`src/rtl/frame_unpacker.sv`:
```
// Read-side frame unpacker: hunts for {SYNC, len} headers, forwards payload words,
// verifies the trailing 16-bit additive checksum and keeps saturating error/drop counts.
module frame_unpacker #(
    parameter logic [7:0] SYNC    = 8'hA5,
    parameter int         MAX_LEN = 16,
    parameter int         TIMEOUT = 64
) (
    input  logic        clk,
    input  logic        rst,
    input  logic [15:0] data_in,
    input  logic        data_in_valid,
    output logic [15:0] payload_data,
    output logic        payload_valid,
    output logic [7:0]  frame_len,
    output logic        frame_done,
    output logic        frame_ok,
    output logic        busy,
    output logic [7:0]  err_count,
    output logic [7:0]  drop_count
);

    localparam int             GW       = $clog2(TIMEOUT);
    localparam logic [GW-1:0]  GAP_LAST = GW'(TIMEOUT - 1);
    localparam logic [GW-1:0]  GAP_ONE  = GW'(1);
    localparam logic [7:0]     MAX_B    = 8'(MAX_LEN);

    typedef enum logic [1:0] {
        IDLE    = 2'd0,
        PAYLOAD = 2'd1,
        CHECK   = 2'd2
    } state_t;

    state_t        state, state_nx;
    logic [15:0]   sum, sum_nx;
    logic [7:0]    idx, idx_nx;
    logic [GW-1:0] gap, gap_nx;

    logic [15:0]   payload_data_nx;
    logic          payload_valid_nx;
    logic [7:0]    frame_len_nx;
    logic          frame_done_nx;
    logic          frame_ok_nx;
    logic          err_inc, drop_inc;

    logic          hdr_sync, len_legal;
    logic [7:0]    idx_inc;

    assign hdr_sync  = (data_in[15:8] == SYNC);
    assign len_legal = (data_in[7:0] != 8'd0) && (data_in[7:0] <= MAX_B);
    assign idx_inc   = idx + 8'd1;
    assign busy      = (state != IDLE);

    always_comb begin
        state_nx         = state;
        sum_nx           = sum;
        idx_nx           = idx;
        gap_nx           = gap;
        payload_data_nx  = payload_data;
        payload_valid_nx = 1'b0;
        frame_len_nx     = frame_len;
        frame_done_nx    = 1'b0;
        frame_ok_nx      = frame_ok;
        err_inc          = 1'b0;
        drop_inc         = 1'b0;

        case (state)
            IDLE: begin
                gap_nx = '0;
                if (data_in_valid) begin
                    if (hdr_sync && len_legal) begin
                        frame_len_nx = data_in[7:0];
                        sum_nx       = 16'd0;
                        idx_nx       = 8'd0;
                        state_nx     = PAYLOAD;
                    end else if (hdr_sync) begin
                        err_inc = 1'b1;
                    end else begin
                        drop_inc = 1'b1;
                    end
                end
            end

            PAYLOAD, CHECK: begin
                if (data_in_valid) begin
                    // a word landing on the would-be timeout cycle still counts
                    gap_nx = '0;
                    if (state == PAYLOAD) begin
                        payload_data_nx  = data_in;
                        payload_valid_nx = 1'b1;
                        sum_nx           = sum + data_in;
                        idx_nx           = idx_inc;
                        if (idx_inc == frame_len)
                            state_nx = CHECK;
                    end else begin
                        frame_done_nx = 1'b1;
                        frame_ok_nx   = (data_in == sum);
                        err_inc       = (data_in != sum);
                        state_nx      = IDLE;
                    end
                end else if (gap == GAP_LAST) begin
                    frame_done_nx = 1'b1;
                    frame_ok_nx   = 1'b0;
                    err_inc       = 1'b1;
                    gap_nx        = '0;
                    state_nx      = IDLE;
                end else begin
                    gap_nx = gap + GAP_ONE;
                end
            end

            default: state_nx = IDLE;
        endcase
    end

    always_ff @(posedge clk or negedge rst) begin
        if (!rst) begin
            state         <= IDLE;
            sum           <= 16'd0;
            idx           <= 8'd0;
            gap           <= '0;
            payload_data  <= 16'd0;
            payload_valid <= 1'b0;
            frame_len     <= 8'd0;
            frame_done    <= 1'b0;
            frame_ok      <= 1'b0;
            err_count     <= 8'd0;
            drop_count    <= 8'd0;
        end else begin
            state         <= state_nx;
            sum           <= sum_nx;
            idx           <= idx_nx;
            gap           <= gap_nx;
            payload_data  <= payload_data_nx;
            payload_valid <= payload_valid_nx;
            frame_len     <= frame_len_nx;
            frame_done    <= frame_done_nx;
            frame_ok      <= frame_ok_nx;
            // both counters stick at all-ones
            if (err_inc && (err_count != 8'hFF))
                err_count <= err_count + 8'd1;
            if (drop_inc && (drop_count != 8'hFF))
                drop_count <= drop_count + 8'd1;
        end
    end

endmodule

```
`config.mk`:
```
export PLATFORM = sky130hd
export DESIGN_NAME = frame_unpacker
export DESIGN_NICKNAME = d
export VERILOG_FILES = /design/src/rtl/frame_unpacker.sv
export SDC_FILE = /design/constraint.sdc
export NUM_CORES = 1
export LEC_CHECK = 0
export BUFFER_PORTS_ARGS = -buffer_cell sky130_fd_sc_hd__buf_2
export CORE_MARGIN = 3
export CORE_UTILIZATION = 50
export DETAILED_ROUTE_END_ITERATION = 10
export PLACE_DENSITY = 0.86
export SYNTH_ARGS = -nofsm -noshare
export SYNTH_HDL_FRONTEND = slang
export SYNTH_SLANG_ARGS = --single-unit
```
`constraint.sdc`:
```
create_clock -name clk -period 2.5 [get_ports clk]
set_input_delay 0.125 -clock clk [delete_from_list [all_inputs] [get_ports clk]]
set_output_delay 0.125 -clock clk [all_outputs]
set_load 0.03 [all_outputs]
```
# == Yosys cells after proc, flatten, opt, wreduce, memory -nomap -nowiden ==
# Index checks and enable logic that the tools add are counted.
# word_totals
ff_bits,75
in_bits,19
output_inout_bits,44
wordCells,88
# op_classes
n_addsub,5
order_cmp,1
n_eq_ne,16
mux,40
n_reduce_logical,15
# ops
op,count
$mux 16,4
$mux 8,4
$pmux 16 s2,1
$add 8x1->8 const B,3
$mux 1,19
$add 16x16->16,1
$eq 16x16->1,1
$ne 16x16->1,1
$ne 8x8->1 const B,2
$pmux 8 s2,1
$mux 2,6
$mux 6,2
$pmux 6 s2,1
$ne 2x2->1 const B,5
$reduce_and 3->1,3
$eq 8x8->1,1
$eq 8x8->1 const B,1
$le 8x5->1 const B,1
$reduce_bool 8->1,1
$add 6x1->6 const B,1
$eq 6x6->1 const B,1
$reduce_bool 2->1,3
$reduce_and 5->1,1
$logic_and 1x1->1,4
9 further kinds,9

# == Logic depth before layout (Yosys ltp) ==
# depth
word_depth,7
depth_mapped,9
mapped_depth_nobuf,8

# == Least setup slack after synthesis ==
# No wires, ideal clock.
# synth_path
path_type,register -> register
startpoint,register sum[0]
endpoint,register sum[10]
setup_ns,0.122
arrival_time_ns,2.300
required_ns,2.378
slack_ns,0.078
stages_incl_launch_ff,9
n_path_buf,0
period_less_slack_ns,2.422
path_cell_list,dfrtp_1 -> ha_1 -> fa_1 -> a21o_1 -> a221oi_2 -> o21bai_1 -> a21o_1 -> a211o_1 -> a32o_1
# synth_between
elab_chain_len,4
# synth_lines
element,line,source
from (decl),34,"logic [15:0] sum, sum_nx;"
from (signal assigned),130,sum <= sum_nx;
$add 16x16->16,90,sum_nx = sum + data_in;
$mux 16,87,if (state == PAYLOAD) begin
$mux 16,84,if (data_in_valid) begin
$pmux 16 s2,66,case (state)
# Every way passes these cells. The select of a mux whose other input is x is not followed.
# A chain may end at the register's enable or synchronous reset.

# == Worst setup path in the final report ==
# Same ends and word-level chain as after synthesis.

==> flow_summary.ini <==
[setup_path]
required_ns = 2.74
startpoint_type = flip-flop
critPathCaptureType = flip-flop
reg2regPathDepth = 8
path_max_fanout = 3
startpoint = sum[0]$_DFFE_PN0P_
reg2reg_slack_ns = 0.09
r2r-start = sum[0]$_DFFE_PN0P_
crit_type = reg -> reg
r2r_end = sum[10]$_DFFE_PN0P_
arrival_ns = 2.66
crit_path_end = sum[10]$_DFFE_PN0P_

[placed_design]
dpl_cell_area_sq_um = 4683
dp_hpwl_um = 6919
place.port_buffers = 62
gp_congestion = 0.9193

[route]
post_drt_wl_per_cell_um = 16.02
dr.pass1.iters = 5
drc_errors = 0
wl_um = 9422
drtAntennaViolNets = 0
vias = 3419
via_per_inst = 5.815
first_iter_violations = 138

[timing]
setup_viol = 0
min_period_ns = 2.413
rsz0062_at_grt = false
hold_viol = 0
timing.final.crit_share_pct = 96.51
worst_pin_slew_ns = 0.9237
maxSlewHeadroom_pct = 38.42
setup_tns_ns = 0
fmax_mhz = 414.4
drv_slew = 0
timing.clock.skew_ns = 0.007453

[logic_synthesis]
syn-mean-instance-area_sq_um = 10.33
synth_area_leaders = dfrtp_1 44%, ha_1 6.8%, mux2_2 6.7%
synth_warnings = 0
yosysTopAreaCell = dfrtp_1
synthTopCellsByCount = 75 x dfrtp_1, 44 x nand2_1, 32 x o21ai_0
synthArstFlopShare_pct = 100.0
synth_nets = 452
synth_cells = 409
synth_seq_cells = 75
synth_top_area_share_pct = 44.40
yosysSeqAreaShare_pct = 44.40
synth_area_sq_um = 4227
yosysMostFrequentCell = dfrtp_1
synth_edf_count = 0
synth_flop_cell = dfrtp_1
yosysUniqueCellTypes = 59

[power_and_ir_drop]
p_leak_nw = 2.368
p_int_mw = 3.344
powerDensity_nw_per_um2 = 1206
p_comb_share_pct = 50.5
switching_share_pct = 43.41
clock_power_share_pct = 17.1
ir_drop_v = 0.0007171
power.switching_mw = 2.566
pwr-share-seq_pct = 32.4

[final_layout]
nets = 524
drive_above_1_share_pct = 25.10
final_util_pct = 61.53
areaGrowthSynthToFinish_pct = 15.99
antenna_cells = 0
design_area_sq_um = 4902

[global_routing]
grt_max_degree = 76
grt_usage_pct = 20.26
grt_pass1_wl_um = 15810
antenna_found_initial = 0
first_global_vias = 3363
grt_overflow = 0

[die]
rows = 32
ios = 63
core_sq_um = 7968
die_x_um = 97.94
die_area_sq_um = 9592
initial_core_util_pct = 53.05
die_h_um = 97.94

[clock_tree]
clock_latency_ns = 0.36
clockBufferDepth = 2
cts_htree_levels = 3
post_cts_buffers = 0
numCtsBuffers = 9
clkTransAtPathRegs_ns = 0.08
cts.sinks = 75
tritoncts = built
root_buffer = clkbuf_8

[flow_run]
cap_violations = 0

[min_path]
hold_path.class = in -> reg

[outcome]
outcome = completed
## through the flow
| stage | setup slack [ns] | cells | total power [mW] | hold slack (ns) |
|---|---|---|---|---|
| 6_report | 0.08716 | 588 | 5.910 | 0.03356 |
| 5_1_grt | 0.005804 | 588 | 6.331 | 0.02749 |
| 4_1_cts | 0.09960 | 588 | 5.915 | 0.02349 |
| 3_5_place_dp | 0.1085 | 571 | 4.874 | 0.3340 |
| 3_3_place_gp | 0.1641 | 571 | 4.750 | 0.3250 |
| 2_1_floorplan | 0.07818 | 409 | 4.073 | -0.1706 |
## placed cells by master (no fill, tap or decap), types with 3 or more instances in the layout
master / count
a21o_1: 9
a21oi_1: 13
a31oi_1: 6
and2_1: 6
and3_1: 10
buf_2: 61
buf_4: 11
clkbuf_8: 9
dfrtp_1: 75
ha_1: 23
inv_1: 6
mux2_2: 25
nand2_1: 44
nand3_1: 13
nand4_1: 8
nor2_1: 16
nor2b_1: 4
nor3_1: 5
nor4_1: 4
o211ai_1: 3
o21a_1: 3
o21ai_0: 32
o21ai_1: 3
o31ai_1: 4
or3_1: 6
xnor2_1: 24
xor2_1: 15
## timing repair
| action | 4_1_cts | 5_1_grt |
|---|---|---|
| endpoints found under the hold margin | 75 | 0 |
| hold buffers | 1 | 0 |
| gates resized for setup | 0 | 0 |
## registers in the layout, summed over array words and instances, names as in the netlist
signal	count
drop_count	8
err_count	8
frame_done	1
frame_len	8
frame_ok	1
gap	6
idx	8
payload_data	16
payload_valid	1
state	2
sum	16
## routing by layer
layer | global-route usage, % | up-vias | share of wire, %
met4 | 9.798 | 0 | 2.4
li1 | - | 1627 | -
met5 | 0 | - | 0
met3 | 3.571 | 20 | 5.6
met1 | 26.67 | 1662 | 44
met2 | 32.41 | 110 | 48
## power by group through the flow
| stage | clock network (mW) | registers, mW | logic, mW |
|---|---|---|---|
| after CTS | 1.03 | 1.91 | 2.97 |
| after global routing | 1.09 | 1.97 | 3.27 |
| after floorplan | 0 | 2.33 | 1.74 |
| after detailed placement | 0 | 1.93 | 2.94 |
| after global placement | 0 | 1.90 | 2.85 |
| final | 1.01 | 1.91 | 2.98 |
## logic make-up (layout without fill, tap and decap cells)
logic type / Yosys count / after routing / synth area share (%)
fa+ha+maj: 24 / 24 / 7.283
flops: 75 / 75 / 44.40
xor+xnor: 39 / 39 / 8.082
buf+inv: 18 / 95 / 1.924
mux: 27 / 27 / 7.134
simple gates: 132 / 132 / 16.40
compound gates: 94 / 94 / 14.77
## layout make-up
cell class,instances,area [sq um]
fillers,631,3065
multi-input cells,316,2268
flip-flops and latches,75,1877
repair buffers,73,397.9
clock buffers,11,131.4
well taps,102,127.6
clock inverters,5,77.57
inverters,6,22.52
## worst min-delay path by stage
stage	slack, ns	cells after the start	start	endpoint
2_1_floorplan	-0.17	0	rst	drop_count[0]$_DFFE_PN0P_
3_3_place_gp	0.33	1	rst	frame_len[6]$_DFFE_PN0P_
3_5_place_dp	0.33	1	rst	frame_len[5]$_DFFE_PN0P_
4_1_cts	0.02	2	data_in[5]	payload_data[5]$_DFFE_PN0P_
5_1_grt	0.03	2	data_in[6]	payload_data[6]$_DFFE_PN0P_
6_report	0.03	2	data_in[5]	payload_data[5]$_DFFE_PN0P_
## critical path: stages (launching register included)
cell      delay, ns
dfrtp_1        0.39
ha_1           0.23
fa_1           0.41
a21o_1         0.20
a221oi_2       0.24
o21bai_1       0.11
a21o_1         0.18
a211o_1        0.29
a32o_1         0.26
Power figures use the tool's default switching activity.
